[config.mk]
export PLATFORM = sky130hd
export DESIGN_NAME = xnor_lfsr_gen
export DESIGN_NICKNAME = d
export VERILOG_FILES = /design/src/rtl/lfsr_pkg.sv /design/src/rtl/xnor_lfsr_gen_feedback.sv /design/src/rtl/xnor_lfsr_gen.sv
export SDC_FILE = /design/constraint.sdc
export NUM_CORES = 1
export LEC_CHECK = 0
export CORE_MARGIN = 2
export CORE_UTILIZATION = 41
export DETAILED_ROUTE_END_ITERATION = 12
export GPL_TIMING_DRIVEN = 0
export PLACE_DENSITY_LB_ADDON = 0.1
export SYNTH_ARGS = -nofsm -noshare
export SYNTH_HDL_FRONTEND = slang
export SYNTH_SLANG_ARGS = --single-unit
[constraint.sdc]
create_clock -name clk -period 1.4 [get_ports clk]
set_input_delay 0.21 -clock clk [delete_from_list [all_inputs] [get_ports clk]]
set_output_delay 0.21 -clock clk [all_outputs]
set_load 0.05 [all_outputs]
[src/rtl/lfsr_pkg.sv]
// Shared types and constants for the XNOR LFSR generator.
// Holds the FSM encoding, default tap masks and the all-ones helper.
package lfsr_pkg;

    typedef enum logic [1:0] {
        ST_IDLE  = 2'd0,
        ST_RUN   = 2'd1,
        ST_DRAIN = 2'd2
    } lfsr_fsm_e;

    // Maximal-length XNOR taps; bit i set means state[i] feeds back.
    localparam logic [15:0] TAPS_W3  = 16'h0006;
    localparam logic [15:0] TAPS_W4  = 16'h000C;
    localparam logic [15:0] TAPS_W5  = 16'h0014;
    localparam logic [15:0] TAPS_W6  = 16'h0030;
    localparam logic [15:0] TAPS_W7  = 16'h0060;
    localparam logic [15:0] TAPS_W8  = 16'h00B8;
    localparam logic [15:0] TAPS_W9  = 16'h0110;
    localparam logic [15:0] TAPS_W10 = 16'h0240;
    localparam logic [15:0] TAPS_W11 = 16'h0500;
    localparam logic [15:0] TAPS_W12 = 16'h0829;
    localparam logic [15:0] TAPS_W13 = 16'h100D;
    localparam logic [15:0] TAPS_W14 = 16'h2015;
    localparam logic [15:0] TAPS_W15 = 16'h6000;
    localparam logic [15:0] TAPS_W16 = 16'hD008;

    function automatic logic [15:0] lfsr_default_taps(input int width);
        case (width)
            3:       return TAPS_W3;
            4:       return TAPS_W4;
            5:       return TAPS_W5;
            6:       return TAPS_W6;
            7:       return TAPS_W7;
            8:       return TAPS_W8;
            9:       return TAPS_W9;
            10:      return TAPS_W10;
            11:      return TAPS_W11;
            12:      return TAPS_W12;
            13:      return TAPS_W13;
            14:      return TAPS_W14;
            15:      return TAPS_W15;
            16:      return TAPS_W16;
            default: return 16'h0000;
        endcase
    endfunction

    function automatic logic [31:0] lfsr_all_ones(input int width);
        if (width >= 32) return 32'hFFFF_FFFF;
        return (32'd1 << width) - 32'd1;
    endfunction

endpackage

[src/rtl/xnor_lfsr_gen_feedback.sv]
// Masked XNOR reduction for the LFSR feedback bit.
// Computes ~^(state & TAPS) as a chain of xnor primitives.
module lfsr_feedback #(
    parameter int               WIDTH = 8,
    parameter logic [WIDTH-1:0] TAPS  = '0
) (
    input  logic [WIDTH-1:0] i_state,
    output logic             o_fb
);

    logic [WIDTH-1:0] w_m;
    logic [WIDTH:0]   w_c;

    assign w_m = i_state & TAPS;

    // Each xnor stage adds an inversion; the chain seed cancels the
    // extra ones so the result is the inverted parity for any WIDTH.
    assign w_c[0] = ((WIDTH % 2) == 0);

    for (genvar i = 0; i < WIDTH; i++) begin : g_x
        xnor u_x (w_c[i+1], w_c[i], w_m[i]);
    end

    assign o_fb = w_c[WIDTH];

endmodule

[src/rtl/xnor_lfsr_gen.sv]
// XNOR Fibonacci LFSR bit source with valid/ready output,
// seed load, lock-up recovery and period counter.
module xnor_lfsr_gen
    import lfsr_pkg::*;
#(
    parameter int               WIDTH = 8,
    parameter logic [WIDTH-1:0] TAPS  = WIDTH'(lfsr_default_taps(WIDTH)),
    parameter logic [WIDTH-1:0] SEED  = '0
) (
    input  logic             clk,
    input  logic             rst_n,
    input  logic             en,
    input  logic             load,
    input  logic [WIDTH-1:0] seed_in,
    input  logic             out_ready,
    output logic             out_valid,
    output logic             out_bit,
    output logic [WIDTH-1:0] state,
    output logic [WIDTH-1:0] step_cnt,
    output logic             wrap,
    output logic             lockup
);

    localparam logic [WIDTH-1:0] ONES     = WIDTH'(lfsr_all_ones(WIDTH));
    localparam logic [WIDTH-1:0] CNT_LAST = ONES - WIDTH'(1);

    lfsr_fsm_e        r_fsm;
    lfsr_fsm_e        w_fsm_nxt;
    logic [WIDTH-1:0] r_state;
    logic [WIDTH-1:0] r_cnt;
    logic             r_wrap;
    logic             r_lockup;
    logic             w_fb;
    logic             w_valid;
    logic             w_xfer;
    logic             w_seed_ones;

    lfsr_feedback #(
        .WIDTH (WIDTH),
        .TAPS  (TAPS)
    ) u_fb (
        .i_state (r_state),
        .o_fb    (w_fb)
    );

    // Load withdraws valid for its own cycle so it can never collide
    // with a transfer.
    assign w_valid     = (r_fsm != ST_IDLE) && !load;
    assign w_xfer      = w_valid && out_ready;
    assign w_seed_ones = (seed_in == ONES);

    always_comb begin
        w_fsm_nxt = r_fsm;
        if (load) begin
            w_fsm_nxt = en ? ST_RUN : ST_IDLE;
        end else begin
            unique case (r_fsm)
                ST_IDLE: begin
                    if (en) w_fsm_nxt = ST_RUN;
                end
                ST_RUN: begin
                    if (!en) w_fsm_nxt = w_xfer ? ST_IDLE : ST_DRAIN;
                end
                ST_DRAIN: begin
                    if (en)          w_fsm_nxt = ST_RUN;
                    else if (w_xfer) w_fsm_nxt = ST_IDLE;
                end
                default: w_fsm_nxt = ST_IDLE;
            endcase
        end
    end

    always_ff @(posedge clk or negedge rst_n) begin
        if (!rst_n) begin
            r_fsm    <= ST_IDLE;
            r_state  <= SEED;
            r_cnt    <= '0;
            r_wrap   <= 1'b0;
            r_lockup <= 1'b0;
        end else begin
            r_fsm    <= w_fsm_nxt;
            r_wrap   <= 1'b0;
            r_lockup <= 1'b0;
            if (load) begin
                r_state  <= w_seed_ones ? SEED : seed_in;
                r_cnt    <= '0;
                r_lockup <= w_seed_ones;
            end else if (w_xfer) begin
                r_state <= {r_state[WIDTH-2:0], w_fb};
                if (r_cnt == CNT_LAST) begin
                    r_cnt  <= '0;
                    r_wrap <= 1'b1;
                end else begin
                    r_cnt <= r_cnt + WIDTH'(1);
                end
            end
        end
    end

    assign out_valid = w_valid;
    assign out_bit   = r_state[WIDTH-1];
    assign state     = r_state;
    assign step_cnt  = r_cnt;
    assign wrap      = r_wrap;
    assign lockup    = r_lockup;

endmodule

==> results.toml, run 1 <==
[status]
status = "finished, violations left"
violations = "setup timing"

[power_and_ir_drop]
peakVddDrop_mv = 0.828
switchingPower_mw = 0.485
power.leakage_nw = 0.673
seq_power_share = 0.421
finalPower_mw = 1.55
combPwrFrac = 0.276
clkPwrFrac = 0.303
p_int_mw = 1.06
p_per_area_nw_per_um2 = 1010
p_sw_frac = 0.313

[hold_path]
hold_depth = 2
min_path_type = "primary input to flop"
hold_start = "load"

[synthesis]
synth_area_um2 = 1050
syn_nets = 123
synth_top_area_frac = 0.478
synthArstFlopShare = 1.00
yosysUniqueCellTypes = 37
ys_warn_count = 0
yosys.area.top_type = "dfrtp_1"
synth_edf_count = 0
synth_ff_type = "dfrtp_1"
avgSynthCellArea_um2 = 9.69
yosysSeqAreaShare = 0.478
synth_cells = 108
synthTopCellsByArea = "dfrtp_1 (48%), o21ai_0 (4.8%), nand2_1 (4.7%)"
synth-seq-cells = 20

[sta]
rsz0062_at_grt = "yes"
setup_violations = 3
clock.fmax_mhz = 688
slew_viol_final = 0
hold_viol = 0
fin_crit_sh = 1.04
period_minus_slack_ps = 1450
timing.slew.headroom = 0.425
tightest_slew_ps = 860
fin_ws_ps = -53.4
fin_worst_skew_ps = 7.09

[detailed_routing]
drt-total-wl_um = 2460
routed_via_density = 5.42
wl_per_cell_um = 13.8
drtIter0Drc = 23
first_pass_iters = 4
ant_nets = 0
drc_errors = 0
num_vias = 965

[worst_setup_path]
worstSetupStartpoint = "step_cnt[4]$_DFFE_PN0P_"
start_kind = "flop"
crit_type = "flop to flop"
reg2reg_from = "step_cnt[4]$_DFFE_PN0P_"
reg2regPathDepth = 4
critPathMaxFanout = 7
cp.arrival_ps = 1690
cp.required_ps = 1640
endpoint_kind = "flop"

[clocking]
cts_root_buffer = "clkbuf_4"
worst_skew_pair.late_latency_ps = 300
postCtsHoldBufs = 0
cts_tree = "done"
numCtsBuffers = 3
cts_sinks = 20
clk_pin_slew_worst_paths_ps = 120
htree_levels = 1
cts_buffer_depth = 2

[finish]
diodes = 0
final_util = 0.622
nets = 164
synthToLayoutAreaGrowth_pct = 45.9
drive_gt1_frac = 0.372

[place]
numPortBuffers = 31
gp_congestion = 0.812
dp_hpwl_um = 1730

[global_routing]
grt-ovfl-total = 0
grt_pass1_vias = 894
grt_pass1_wl_um = 4040
grt.total_usage = 0.192
grt_max_degree = 21
antenna_found_initial = 0

[die]
placementRows = 18
core_um2 = 2450
fp.dieW_um = 54.5
start_util = 0.426
ios = 33
dieArea_um2 = 2970
die_h_um = 54.5

[run]
maxCapViolations = 0
-- per-layer routing --
metal,wire length [um],track usage
met1,1110,0.266
met2,1210,0.297
met4,20,0.0708
met3,116,0.0355
met5,0,0
-- cell usage in the layout, fill, tap and decap left out, drive strengths merged, types with 2 or more instances in the layout --
cell / n
nor3: 2
clkdlybuf4s15: 11
xor2: 2
nand2: 13
and3: 2
buf: 13
a31o: 2
nor2: 12
clkdlybuf4s50: 11
inv: 3
clkbuf: 8
a21oi: 9
ha: 2
nand4: 3
a21o: 3
a22o: 3
xnor2: 3
dfrtp: 20
o21ai: 10
-- cell families after synthesis --
logic type / share of synthesized area
AO/OA/AOI/OAI: 0.233
AND/OR/NAND/NOR: 0.181
buffers and inverters: 0.0419
flip-flops: 0.478
adder cells (fa/ha/maj): 0.0239
XOR/XNOR: 0.0419
-- stage by stage --
| step | hold slack (ps) | setup WS, ps | cells | setup TNS, ps | area (um^2) |
|---|---|---|---|---|---|
| 2_1_floorplan | -85.6 | -147 | 108 | -333 | 1060 |
| 3_3_place_gp | 409 | -210 | 169 | -2010 | 1410 |
| 3_5_place_dp | 424 | -207 | 169 | -2010 | 1410 |
| 4_1_cts | 92.2 | -239 | 176 | -554 | 1500 |
| 5_1_grt | 77.0 | -112 | 178 | -355 | 1530 |
| 6_report | 92.1 | -53.4 | 178 | -98.4 | 1530 |
-- registers in the layout (all words and copies together), names as in the netlist --
signal and flops:
lockup 1, wrap 1, state 8, step_cnt 8, r_fsm 2
-- final timing paths --
path | slack, ps | to
worst max-delay path | -50 | step_cnt[0]$_DFFE_PN0P_
worst min-delay path | 90 | step_cnt[0]$_DFFE_PN0P_
worst max register to register | -50 | step_cnt[0]$_DFFE_PN0P_
worst min register to register | 540 | r_fsm[0]$_DFFE_PN0P_
max in group asynchronous | 440 | step_cnt[0]$_DFFE_PN0P_
min in group asynchronous | 380 | lockup$_DFF_PN0_
-- cell usage after synthesis, drive strengths merged, types with 2 or more instances --
cell type  number
buf             4
nand2          13
a22o            3
xnor2           3
a21oi           9
inv             3
ha              2
o21ai          10
xor2            2
nor2           12
a21o            3
dfrtp          20
nor3            2
nand4           3
and3            2
a31o            2
-- final cells by class --
class,count,area (um^2)
Multi-Input combinational cell,80,551
Timing Repair Buffer,36,324
Clock inverter,1,30.0
Inverter,3,11.3
Fill cell,216,928
Sequential cell,20,509
Buffer,5,41.3
Tap cell,30,37.5
Clock buffer,3,22.5
-- repair_timing --
item                                    in CTS  in global routing
gates resized for setup                     56                 25
endpoints found under the setup margin      28                 19
setup buffers                                3                  2
pin swaps                                    0                  1
-- worst max-delay path, cell delays in order, from the launching register on --
cell and delay [ps]:
dfrtp_2 450, and4_4 210, a41o_4 270, or3_1 330, a21oi_2 130
-- power by group through the flow --
stage	sequential [mW]	clock [mW]	combinational [mW]
finish	0.652	0.469	0.427
global route	0.659	0.507	0.458
CTS	0.651	0.477	0.415
detailed placement	0.667	0	0.412
global placement	0.664	0	0.412
floorplan	0.780	0	0.140
(Power assumes the default switching activity.)
==> run 2: changes to the inputs <==
- SLEW_MARGIN: default -> 40
- TNS_END_PERCENT: default -> 50
==> run 2 against run 1 <==
Against the previous run:
- via count down 0.31%
- sequential power is essentially flat
- critical path depth stayed put
- die area stayed put
- setup slack got worse by 23 ps
- count of clock-buffer cells in the layout grew 1
- global-route usage down 0.52 points
- the run still ends with setup timing left
- maximum frequency is 1.6% lower
- total power is 9.0% lower
- utilization up 0.41 points
- clock power fell by 29%
==> results.toml, run 2 (same netlist as run 1, synthesis figures left out) <==
[worst_setup_path]
r2r_end = "step_cnt[0]$_DFFE_PN0P_"
cp.arrival_ps = 1720
slowest_delay_ps = 450
cp_slowest_cell = "dfrtp_2"
reg2reg_from = "step_cnt[4]$_DFFE_PN0P_"
critPathMaxFanout = 7
crit_type = "flop to flop"
cp.required_ps = 1640
cp_top_family = "simple AND/OR/NAND/NOR gates"
ff2ff_setup_slack_ps = -80
worstSetupStartpoint = "step_cnt[4]$_DFFE_PN0P_"
critPathBufInv = 0
reg2regPathDepth = 4
start_kind = "flop"
endpoint_kind = "flop"
path_cells = "and4_4, a41o_4, or3_4, a21oi_2"

[die]
start_util = 0.426
placementRows = 18
die_h_um = 54.5
dieArea_um2 = 2970
fp.dieW_um = 54.5
core_um2 = 2450
ios = 33

[sta]
fin_worst_skew_ps = 2.36
period_minus_slack_ps = 1480
timing.slew.headroom = 0.683
rsz0062_at_grt = "yes"
setup_violations = 5
slew_viol_final = 0
fin_ws_ps = -76.9
clock.fmax_mhz = 677
fin_crit_sh = 1.05
hold_viol = 0
tightest_slew_ps = 477

[detailed_routing]
drc_errors = 0
drtIter0Drc = 18
drt-total-wl_um = 2440
ant_nets = 0
wl_per_cell_um = 13.6
routed_via_density = 5.34
first_pass_iters = 4
num_vias = 962

[clocking]
cts_root_buffer = "clkbuf_4"
clk_pin_slew_worst_paths_ps = 110
worst_skew_pair.late_latency_ps = 300
cts_sinks = 20
cts_tree = "done"
numCtsBuffers = 3
htree_levels = 1
cts_buffer_depth = 2

[hold_path]
holdPathEnd = "step_cnt[0]$_DFFE_PN0P_"
hold_start = "load"
min_path_type = "primary input to flop"
hold_depth = 2

[finish]
nets = 166
final_common_cell = "clkdlybuf4s15_2"
regArea_um2 = 509
multi_input_area_um2 = 533
drive_gt1_frac = 0.360
fill_cells = 209
synthToLayoutAreaGrowth_pct = 46.9
diodes = 0
postLayoutCellArea_um2 = 1540
final_cell_mix = "clkdlybuf4s15_2 (14), dfrtp_1 (13), nand2_1 (12), nor2_1 (11)"

[place]
dp_slack_ps = -229
gp_congestion = 0.811
numPortBuffers = 31
placedInstanceArea_um2 = 1400
dp_hpwl_um = 1740

[global_routing]
grt-ovfl-total = 0
antenna_found_initial = 0
grt.total_usage = 0.186
grt_pass1_vias = 863
grt_max_degree = 21
grt_pass1_wl_um = 3910

[power_and_ir_drop]
p_per_area_nw_per_um2 = 917
power.leakage_nw = 0.675
combPwrFrac = 0.300
switchingPower_mw = 0.473
p_int_mw = 0.937
p_sw_frac = 0.335
seq_power_share = 0.464
peakVddDrop_mv = 0.673
clkPwrFrac = 0.236

[status]
violations = "setup timing"
status = "finished, violations left"

[run]
maxCapViolations = 0
-- run 2: cell types whose count changed in the layout (fill, tap and decap cells not counted), moves of 2 or more --
cell,before,now
buf_4,5,7
clkbuf_2,3,0
clkdlybuf4s15_2,10,14
buf_2,5,3
-- run 2: repair_timing --
action / CTS / global route
gates resized for setup: 57 / 14
pin swaps: 0 / 3
endpoints found under the hold margin: 20 / 0
hold buffers: 1 / 0
endpoints found under the setup margin: 26 / 15
buffers inserted: 0 / 6
-- run 2: cell type report --
class                   instances  share of cell area
multi-input cells              80               0.347
flip-flops and latches         20               0.331
repair buffers                 38               0.239
plain buffers                   5              0.0269
well taps                      30              0.0244
clock buffers                   4              0.0236
inverters                       3             0.00733
-- run 2: stage by stage --
step / util / instances / hold slack (ps) / TNS [ps] / total power [mW]
final: 0.626 / 180 / 83.3 / -135 / 1.41
after floorplan: - / 108 / -85.6 / -333 / 0.921
after global placement: 0.572 / 169 / 411 / -2020 / 1.08
after detailed placement: 0.570 / 169 / 184 / -1780 / 1.08
after global routing: 0.626 / 180 / 73.3 / -447 / 1.48
after CTS: 0.595 / 174 / 73.8 / -565 / 1.40
-- run 2: how the worst max path moves through the flow --
stage | end | slack [ps] | cells past startpoint
floorplan | step_cnt[0]$_DFFE_PN0P_ | -150 | 5
global placement | state[0]$_DFFE_PN0P_ | -210 | 5
detailed placement | state[0]$_DFFE_PN0P_ | -230 | 5
CTS | out_valid | -260 | 2
global route | step_cnt[0]$_DFFE_PN0P_ | -130 | 4
finish | step_cnt[0]$_DFFE_PN0P_ | -80 | 4
-- run 2: layer usage --
metal,global-route usage,part of all wire,up-vias
met5,0,0,-
met4,0.0542,0.0082,0
met3,0.0574,0.052,2
met2,0.295,0.48,22
met1,0.244,0.46,464
li1,-,-,474
-- run 2: power by group through the flow --
stage / combinational, mW / clock [mW] / sequential (mW)
4_1_cts: 0.401 / 0.350 / 0.654
3_3_place_gp: 0.412 / 0 / 0.664
2_1_floorplan: 0.140 / 0 / 0.780
3_5_place_dp: 0.412 / 0 / 0.665
6_report: 0.423 / 0.332 / 0.654
5_1_grt: 0.452 / 0.362 / 0.661
==> run 3: changes to the inputs <==
- CORE_ASPECT_RATIO: default -> 0.9
==> run 3 against run 2 <==
Against the previous run:
- the flow still finishes with violations (setup timing)
- utilization shrank 1.4 points
- non-clock buffer count is the same
- critical path depth grew 1
- cell area shrank 2.6%
- count of clock-buffer cells in the layout is the same
- critical endpoint unchanged
- largest cell class unchanged
- largest power group unchanged
==> results.toml, run 3 (same netlist as run 1, synthesis figures left out) <==
[detailed_routing]
ant_nets = 0
drc_errors = 0
num_vias = 955
drt-total-wl_um = 2500
first_pass_iters = 4
routed_via_density = 5.37
drtIter0Drc = 15
wl_per_cell_um = 14.0

[status]
status = "finished, violations left"
violations = "setup timing"

[die]
ios = 33
fp.dieW_um = 57.2
dieArea_um2 = 2970
die_h_um = 51.9
core_um2 = 2450
start_util = 0.428
placementRows = 17

[place]
numPortBuffers = 31
gp_congestion = 0.824
dp_hpwl_um = 1750
dp_slack_ps = -218

[power_and_ir_drop]
p_per_area_nw_per_um2 = 913
power.leakage_nw = 0.670
finalPower_mw = 1.37
peakVddDrop_mv = 0.726

[sta]
slew_viol_final = 0
hold_viol = 0
fin_crit_sh = 1.03
tightest_slew_ps = 477
fin_worst_skew_ps = 13.2
period_minus_slack_ps = 1440
clock.fmax_mhz = 695
timing.slew.headroom = 0.683
setup_violations = 1
rsz0062_at_grt = "yes"
fin_ws_ps = -39.1
whs_ps = 94.6

[worst_setup_path]
cp_top_family = "flip-flops"
critPathBufInv = 1
crit_type = "flop to flop"
endpoint_kind = "flop"
path_cells = "inv_2, ha_4, a41o_4, or3_4, a21oi_2"
cp.arrival_ps = 1670
cp.required_ps = 1630
critPathMaxFanout = 7
start_kind = "flop"
cp_slowest_cell = "dfrtp_2"
slowest_delay_ps = 430

[finish]
nets = 166
synthToLayoutAreaGrowth_pct = 43.1
fill_cells = 228
diodes = 0
drive_gt1_frac = 0.360
final_cell_mix = "dfrtp_1 (13), nand2_1 (12), nor2_1 (11), clkdlybuf4s15_2 (11)"
final_common_cell = "dfrtp_1"
regArea_um2 = 509
multi_input_area_um2 = 533

[global_routing]
grt_max_degree = 21
grt_pass1_vias = 896
antenna_found_initial = 0
grt_pass1_wl_um = 4190
grt.total_usage = 0.183
grt-ovfl-total = 0

[clocking]
numCtsBuffers = 3
cts_root_buffer = "clkbuf_4"
htree_levels = 1
cts_sinks = 20
worst_skew_pair.late_latency_ps = 310
cts_buffer_depth = 2
clk_pin_slew_worst_paths_ps = 100
cts_tree = "done"

[hold_path]
min_path_type = "primary input to flop"

[run]
maxCapViolations = 0
run 3: worst paths after layout:
| path | start | end | slack, ps | cells after the start |
|---|---|---|---|---|
| setup / recovery | step_cnt[0]$_DFFE_PN0P_ | step_cnt[0]$_DFFE_PN0P_ | -40 | 5 |
| hold / removal | load | step_cnt[0]$_DFFE_PN0P_ | 90 | 2 |
| setup reg to reg | step_cnt[0]$_DFFE_PN0P_ | step_cnt[0]$_DFFE_PN0P_ | -40 | 5 |
| hold reg to reg | r_fsm[1]$_DFFE_PN0P_ | r_fsm[0]$_DFFE_PN0P_ | 530 | 1 |
| max in group asynchronous | rst_n | step_cnt[1]$_DFFE_PN0P_ | 680 | 2 |
| min in group asynchronous | rst_n | state[4]$_DFFE_PN0P_ | 360 | 2 |
run 3: power breakdown:
part	switching, mW	internal (mW)
Sequential	0.0389	0.615
Combinational	0.263	0.159
Clock	0.178	0.111
run 3: metal layers:
metal  routed length, um  GRT usage  up-vias
li1                    -          -      471
met4                   0     0.0233        0
met5                   0          0        -
met2                1170      0.297       25
met3                 135     0.0448        0
met1                1190      0.256      459
run 3: area by class of cell:
class	count	share of cell area
clock buffers	4	0.0176
multi-input cells	80	0.356
plain buffers	5	0.0276
inverters	3	0.00753
well taps	28	0.0234
repair buffers	38	0.227
flip-flops and latches	20	0.340
run 3: through the flow:
stage	cells	instance area, um^2	util	TNS (ps)
finish	178	1500	0.612	-39.1
global route	178	1500	0.612	-179
CTS	172	1440	0.590	-441
detailed placement	167	1400	0.571	-1850
global placement	167	1400	0.573	-1970
floorplan	108	1060	-	-333
run 3: repair_timing:
| item | 4_1_cts | 5_1_grt |
|---|---|---|
| pin swaps | 1 | 3 |
| gates resized for setup | 55 | 24 |
| endpoints found under the setup margin | 25 | 21 |
| hold buffers | 1 | 0 |
| buffers inserted | 0 | 6 |
| hold endpoints to repair | 20 | 0 |
